<file path="src/rtl/register_file.sv">
// 32 x 32 general-purpose register file: two combinational read ports, one
// synchronous write port, register 0 hard-wired to zero.
module register_file #(
    parameter int DATA_WIDTH = 32,
    parameter int ADDR_WIDTH = 5
) (
    input  logic                  clk,
    input  logic                  rst,
    input  logic                  reg_write,
    input  logic [ADDR_WIDTH-1:0] read_addr1,
    input  logic [ADDR_WIDTH-1:0] read_addr2,
    input  logic [ADDR_WIDTH-1:0] write_addr,
    input  logic [DATA_WIDTH-1:0] write_data,
    output logic [DATA_WIDTH-1:0] read_data1,
    output logic [DATA_WIDTH-1:0] read_data2
);

    localparam int NUM_REGS = 2 ** ADDR_WIDTH;

    logic [DATA_WIDTH-1:0] regs [NUM_REGS];

    // Entry 0 is never written, so it stays at its reset value of zero.
    always_ff @(posedge clk or negedge rst) begin
        if (!rst) begin
            for (int i = 0; i < NUM_REGS; i++) begin
                regs[i] <= '0;
            end
        end else if (reg_write && (write_addr != '0)) begin
            regs[write_addr] <= write_data;
        end
    end

    // No write bypass: a same-cycle write shows up only after the edge.
    assign read_data1 = (read_addr1 == '0) ? '0 : regs[read_addr1];
    assign read_data2 = (read_addr2 == '0) ? '0 : regs[read_addr2];

endmodule

</file>
<file path="config.mk">
export PLATFORM = sky130hd
export DESIGN_NAME = register_file
export DESIGN_NICKNAME = d
export VERILOG_FILES = /design/src/rtl/register_file.sv
export SDC_FILE = /design/constraint.sdc
export NUM_CORES = 2
export LEC_CHECK = 0
export BUFFER_PORTS_ARGS = -buffer_cell sky130_fd_sc_hd__buf_4
export CAP_MARGIN = 20
export CORE_UTILIZATION = 57
export DETAILED_ROUTE_END_ITERATION = 16
export GPL_TIMING_DRIVEN = 0
export HOLD_SLACK_MARGIN = 0.03
export PLACE_DENSITY = 0.74
export SYNTH_ARGS = -nofsm -noshare
export SYNTH_HDL_FRONTEND = slang
export SYNTH_SLANG_ARGS = --single-unit
</file>
<file path="constraint.sdc">
create_clock -name clk -period 3.1 [get_ports clk]
set_input_delay 0.62 -clock clk [delete_from_list [all_inputs] [get_ports clk]]
set_output_delay 0.62 -clock clk [all_outputs]
set_load 0.02 [all_outputs]
</file>
# After elaboration in Yosys (flattened, before gate mapping)

Index checks and enable logic that the tools add are counted.

Register bits: 1024
Input port bits: 50
Output and inout port bits: 64

Magnitude comparators: 4
Multiplexer cells: 11
Bitwise logic cells: 3
Reduce and logical (&&, ||, !) cells: 5

Operators by type and width:

| kind                 | number |
|---|---|
| $bwmux W1024         | 1 |
| $bmux W32 S5         | 2 |
| $mux W32             | 7 |
| $demux W32 S5        | 1 |
| $ge A6 B6 Y1 const B | 3 |
| $not A5 Y6           | 3 |
| $logic_not A5 Y1     | 2 |
| $lt A6 B1 Y1 const B | 1 |
| $reduce_bool A5 Y1   | 1 |
| $logic_and A1 B1 Y1  | 2 |

# Depth between registers and ports, before layout

Word-level depth: 6
Mapped depth: 7

# Worst setup path before layout

Ideal clock, no wire load.

Path type: input-to-output
Start: input read_addr1[0]
End: output read_data1[14]
Data arrival time: 2289 ps
Data required time: 2480 ps
Setup slack: 191 ps
Stages on the path: 7
Cells stage by stage: buf_2 inv_1 buf_2 buf_2 clkbuf_1 o2111ai_1 a311oi_1

Longest elaborated chain between the ends: 5
Elaborated cells on any way between the ends: 6
Classes of those cells: mux: 4; bitwise: 1; reduce/logical: 1

RTL lines:

| item                                         | RTL line | source |
|---|---|---|
| start: declaration                           | 10       | `input logic [ADDR_WIDTH-1:0] read_addr1,` |
| $not A5 Y6 (implied by the code)             | 34       | `assign read_data1 = (read_addr1 == '0) ? '0 : regs[read_addr1];` |
| $bmux W32 S5                                 | 34       |  |
| $mux W32 (implied by the code) (2 in series) | 34       |  |
| $mux W32 (*)                                 | 34       |  |
| end: declaration                             | 14       | `output logic [DATA_WIDTH-1:0] read_data1,` |

Every way passes the cells marked *; elsewhere a longest branch is shown, timed or not. The select of a mux whose other input is x is not followed.

# Worst setup path after layout

Start: register regs[20] (netlist bit)
End: output read_data1[20]

Longest elaborated chain between the ends: 4

RTL lines:

| item                                         | RTL line | source |
|---|---|---|
| start: declaration                           | 20       | `logic [DATA_WIDTH-1:0] regs [NUM_REGS];` |
| start signal: indexed assignment             | 29       | `regs[write_addr] <= write_data;` |
| $bmux W32 S5                                 | 34       |  |
| $mux W32 (implied by the code) (2 in series) | 34       |  |
| $mux W32                                     | 34       |  |

Every way passes these cells. The select of a mux whose other input is x is not followed.

==> flow_summary.json <==
{
  "cp_max_fo": 3,
  "dieArea_um2": 96600,
  "clk_pin_slew_worst_paths_ns": 0.06,
  "vias_per_cell": 7.35,
  "synth_warnings": 0,
  "antenna_found_initial": 5,
  "syn-cell-area_um2": 54400,
  "h-tree-depth": 3,
  "postPlaceCellArea_um2": 56900,
  "min_period_over_period_pct": 104,
  "power_density_nw_per_um2": 645,
  "path_cells": "mux4_2 -> a22oi_2 -> a311oi_2 -> buf_4",
  "drtAntennaViolNets": 0,
  "fin_skew_ns": 0,
  "routedWlPerCell_um": 37.4,
  "start_util_pct": 57.9,
  "fmax_ghz": 0.312,
  "vias": 38440,
  "setup.worst_path.start": "regs[20]",
  "rr_worst_depth": 2,
  "ys_ff_latch": 1024,
  "status": "finished, violations left",
  "cts_buffer_depth": 3,
  "critical_path.slowest_cell": "mux4_2",
  "row_count": 112,
  "synth_xor_area_share_pct": 0,
  "slew_violations": 0,
  "first_iter_violations": 5373,
  "dp_hpwl_um": 135000,
  "synth_seq_area_share_pct": 47.1,
  "slowest_delay_ns": 0.50,
  "syn_nets": 3671,
  "power.total_mw": 41.7,
  "setup_ws_ns": -0.109,
  "hold_violations": 0,
  "crit_arrival_ns": 2.59,
  "numPortBuffers": 103,
  "setup_viol": 40,
  "worstSetupPathDepth": 4,
  "synth.distinct_cells": 35,
  "grt_use_total_pct": 40.5,
  "synth-main-ff-cell": "dfrtp_1",
  "path_delay_family": "compound AO/OA/AOI/OAI gates",
  "dieHeight_um": 311,
  "cts_tree": "built",
  "rsz0062_at_grt": "yes",
  "synthArstFlopShare_pct": 100,
  "nFillCells": 6281,
  "grt_overflow_total": 0,
  "hold_class": "input port to register",
  "ir_worst_vdd_mv": 0.429,
  "drive_gt1_share_pct": 58.9,
  "grt_max_degree": 168,
  "io_pins": 114,
  "synthCells": 3621,
  "gp_congestion": 1.01,
  "root_buffer": "clkbuf_16",
  "dr.pass1.iters": 6,
  "cts_buffers": 112,
  "synth_compound_area_share_pct": 4.84,
  "crit_path_end_kind": "output pin",
  "final_nets": 3931,
  "synth_top_family_by_area": "multiplexers",
  "grt_pass1_vias": 38778,
  "synthMuxAreaShare_pct": 42.8,
  "area_delta_synth_final_pct": 18.9,
  "path_buf_inv": 1,
  "clk_latency_ns": 0.71,
  "largest_reg_flops": 1024,
  "tightest_slew_ns": 1.17,
  "criticalPathCategory": "register to output pin",
  "max-slew-margin-rel_pct": 22.0,
  "chipWidth_um": 311,
  "startpoint_type": "register",
  "drt_wl_total_um": 195000,
  "maxCapViolations": 0,
  "crit_end": "read_data1[20]",
  "period_minus_slack_ns": 3.21,
  "synth_edf_count": 0,
  "clock-sinks": 1024,
  "yosys.area_share.adder_pct": 0,
  "drc_errors": 0,
  "final_area_um2": 64600,
  "r2r_slack_ns": 2.19,
  "synth-simple-area-share_pct": 1.61,
  "top_register": "regs",
  "leakagePower_nw": 27.5,
  "required_ns": 2.48,
  "rr_startpoint": "regs[652]",
  "avgSynthCellArea_um2": 15.0,
  "fp.coreArea_um2": 93900,
  "grt_pass1_wl_um": 279000,
  "r2r_end": "regs[652]",
  "largest_registers": "regs x1024",
  "failed_checks": "setup timing"
}
## stage by stage
step	hold WS, ns	setup TNS, ns	util [%]	cells	setup WS [ns]
after floorplan	0.324	0	-	3621	0.191
after global placement	0.456	-	60.4	4978	-10.93
after detailed placement	0.466	-82.97	60.6	4987	-1.64
after CTS	0.179	-0.349	68.0	5211	-0.0541
after global routing	0.207	-0.543	68.8	5229	-0.0882
final	0.201	-1.25	68.8	5230	-0.109
## kinds of logic after synthesis
group,after synthesis
and+or+nand+nor,165
muxes,1632
DFF,1024
AOI/OAI and AO/OA,366
buffers and inverters,434
## worst min-delay path by stage
stage	start	slack [ns]	endpoint	cells past startpoint
4_1_cts	write_data[10]	0.18	regs[10]	2
6_report	write_data[10]	0.20	regs[10]	2
2_1_floorplan	rst	0.32	regs[0]	0
3_3_place_gp	regs[999]	0.46	regs[999]	1
5_1_grt	write_data[10]	0.21	regs[10]	2
3_5_place_dp	regs[1013]	0.47	regs[1013]	1
## cell type report
type | instances | area [um2] | area share (%)
multi-input combinational | 2163 | 28700 | 44.4
sequential | 1024 | 25600 | 39.6
clock buffer | 170 | 3420 | 5.29
buffer | 429 | 3400 | 5.26
tap | 1254 | 1570 | 2.43
timing repair buffer | 149 | 1440 | 2.23
clock inverter | 36 | 485 | 0.751
inverter | 2 | 7.51 | 0.0116
antenna | 3 | 7.51 | 0.0116
## cells in the final DEF, fill, tap and decap left out, drive strengths merged, types with 2 or more instances in the layout
cell and n:
dfrtp 1024, a311oi 64, nor2b 71, or4 2, o21ai 110, bufinv 11
mux2i 128, clkinv 20, mux2 1056, nor3 3, mux4 448, clkbuf 379
a22oi 64, o2111ai 18, and2 2, inv 4, a221oi 46, nand4b 3
or2 2, nand2 49, nand2b 5, clkinvlp 3, diode 3, nor3b 2
buf 368, nor2 19, or3 3, a211oi 64
## timing repair
action,in CTS,in global routing
gates resized for setup,696,164
endpoints found under the setup margin,64,62
hold endpoints to repair,74,0
gates cloned,0,0
hold buffers,1,0
pin swaps,54,71
setup buffers,20,14
## routing by layer
metal	routed length, um	track usage, %
met5	24	0
met4	9510	18.9
met3	29200	18.3
met2	85100	57.3
met1	71700	53.4
## power breakdown
part	internal (mW)	switching, mW
logic	5.25	4.34
clock network	8.47	5.76
registers	15.9	1.97
total	29.6	12.1
## worst reg2reg max path: stages, from the launching register on
cell	delay, ns
dfrtp_1	0.40
buf_4	0.15
mux2_2	0.25
## synthesized netlist by cell type (19+ instances only)
library cell  instances  share of area [%]
nor2b_1              71               0.82
o21ai_0             101               0.93
nor2_1               19               0.13
a311oi_1             64                1.0
mux2_2             1046                 22
buf_4                34               0.47
clkbuf_1            223                1.5
nand2_1              49               0.34
a22oi_1              64               0.88
dfrtp_1            1024                 47
mux2i_1             128                2.4
a221oi_1             46               0.74
a211oi_1             64               0.88
buf_2               170                1.6
mux4_2              448                 19
(Power assumes the default switching activity.)
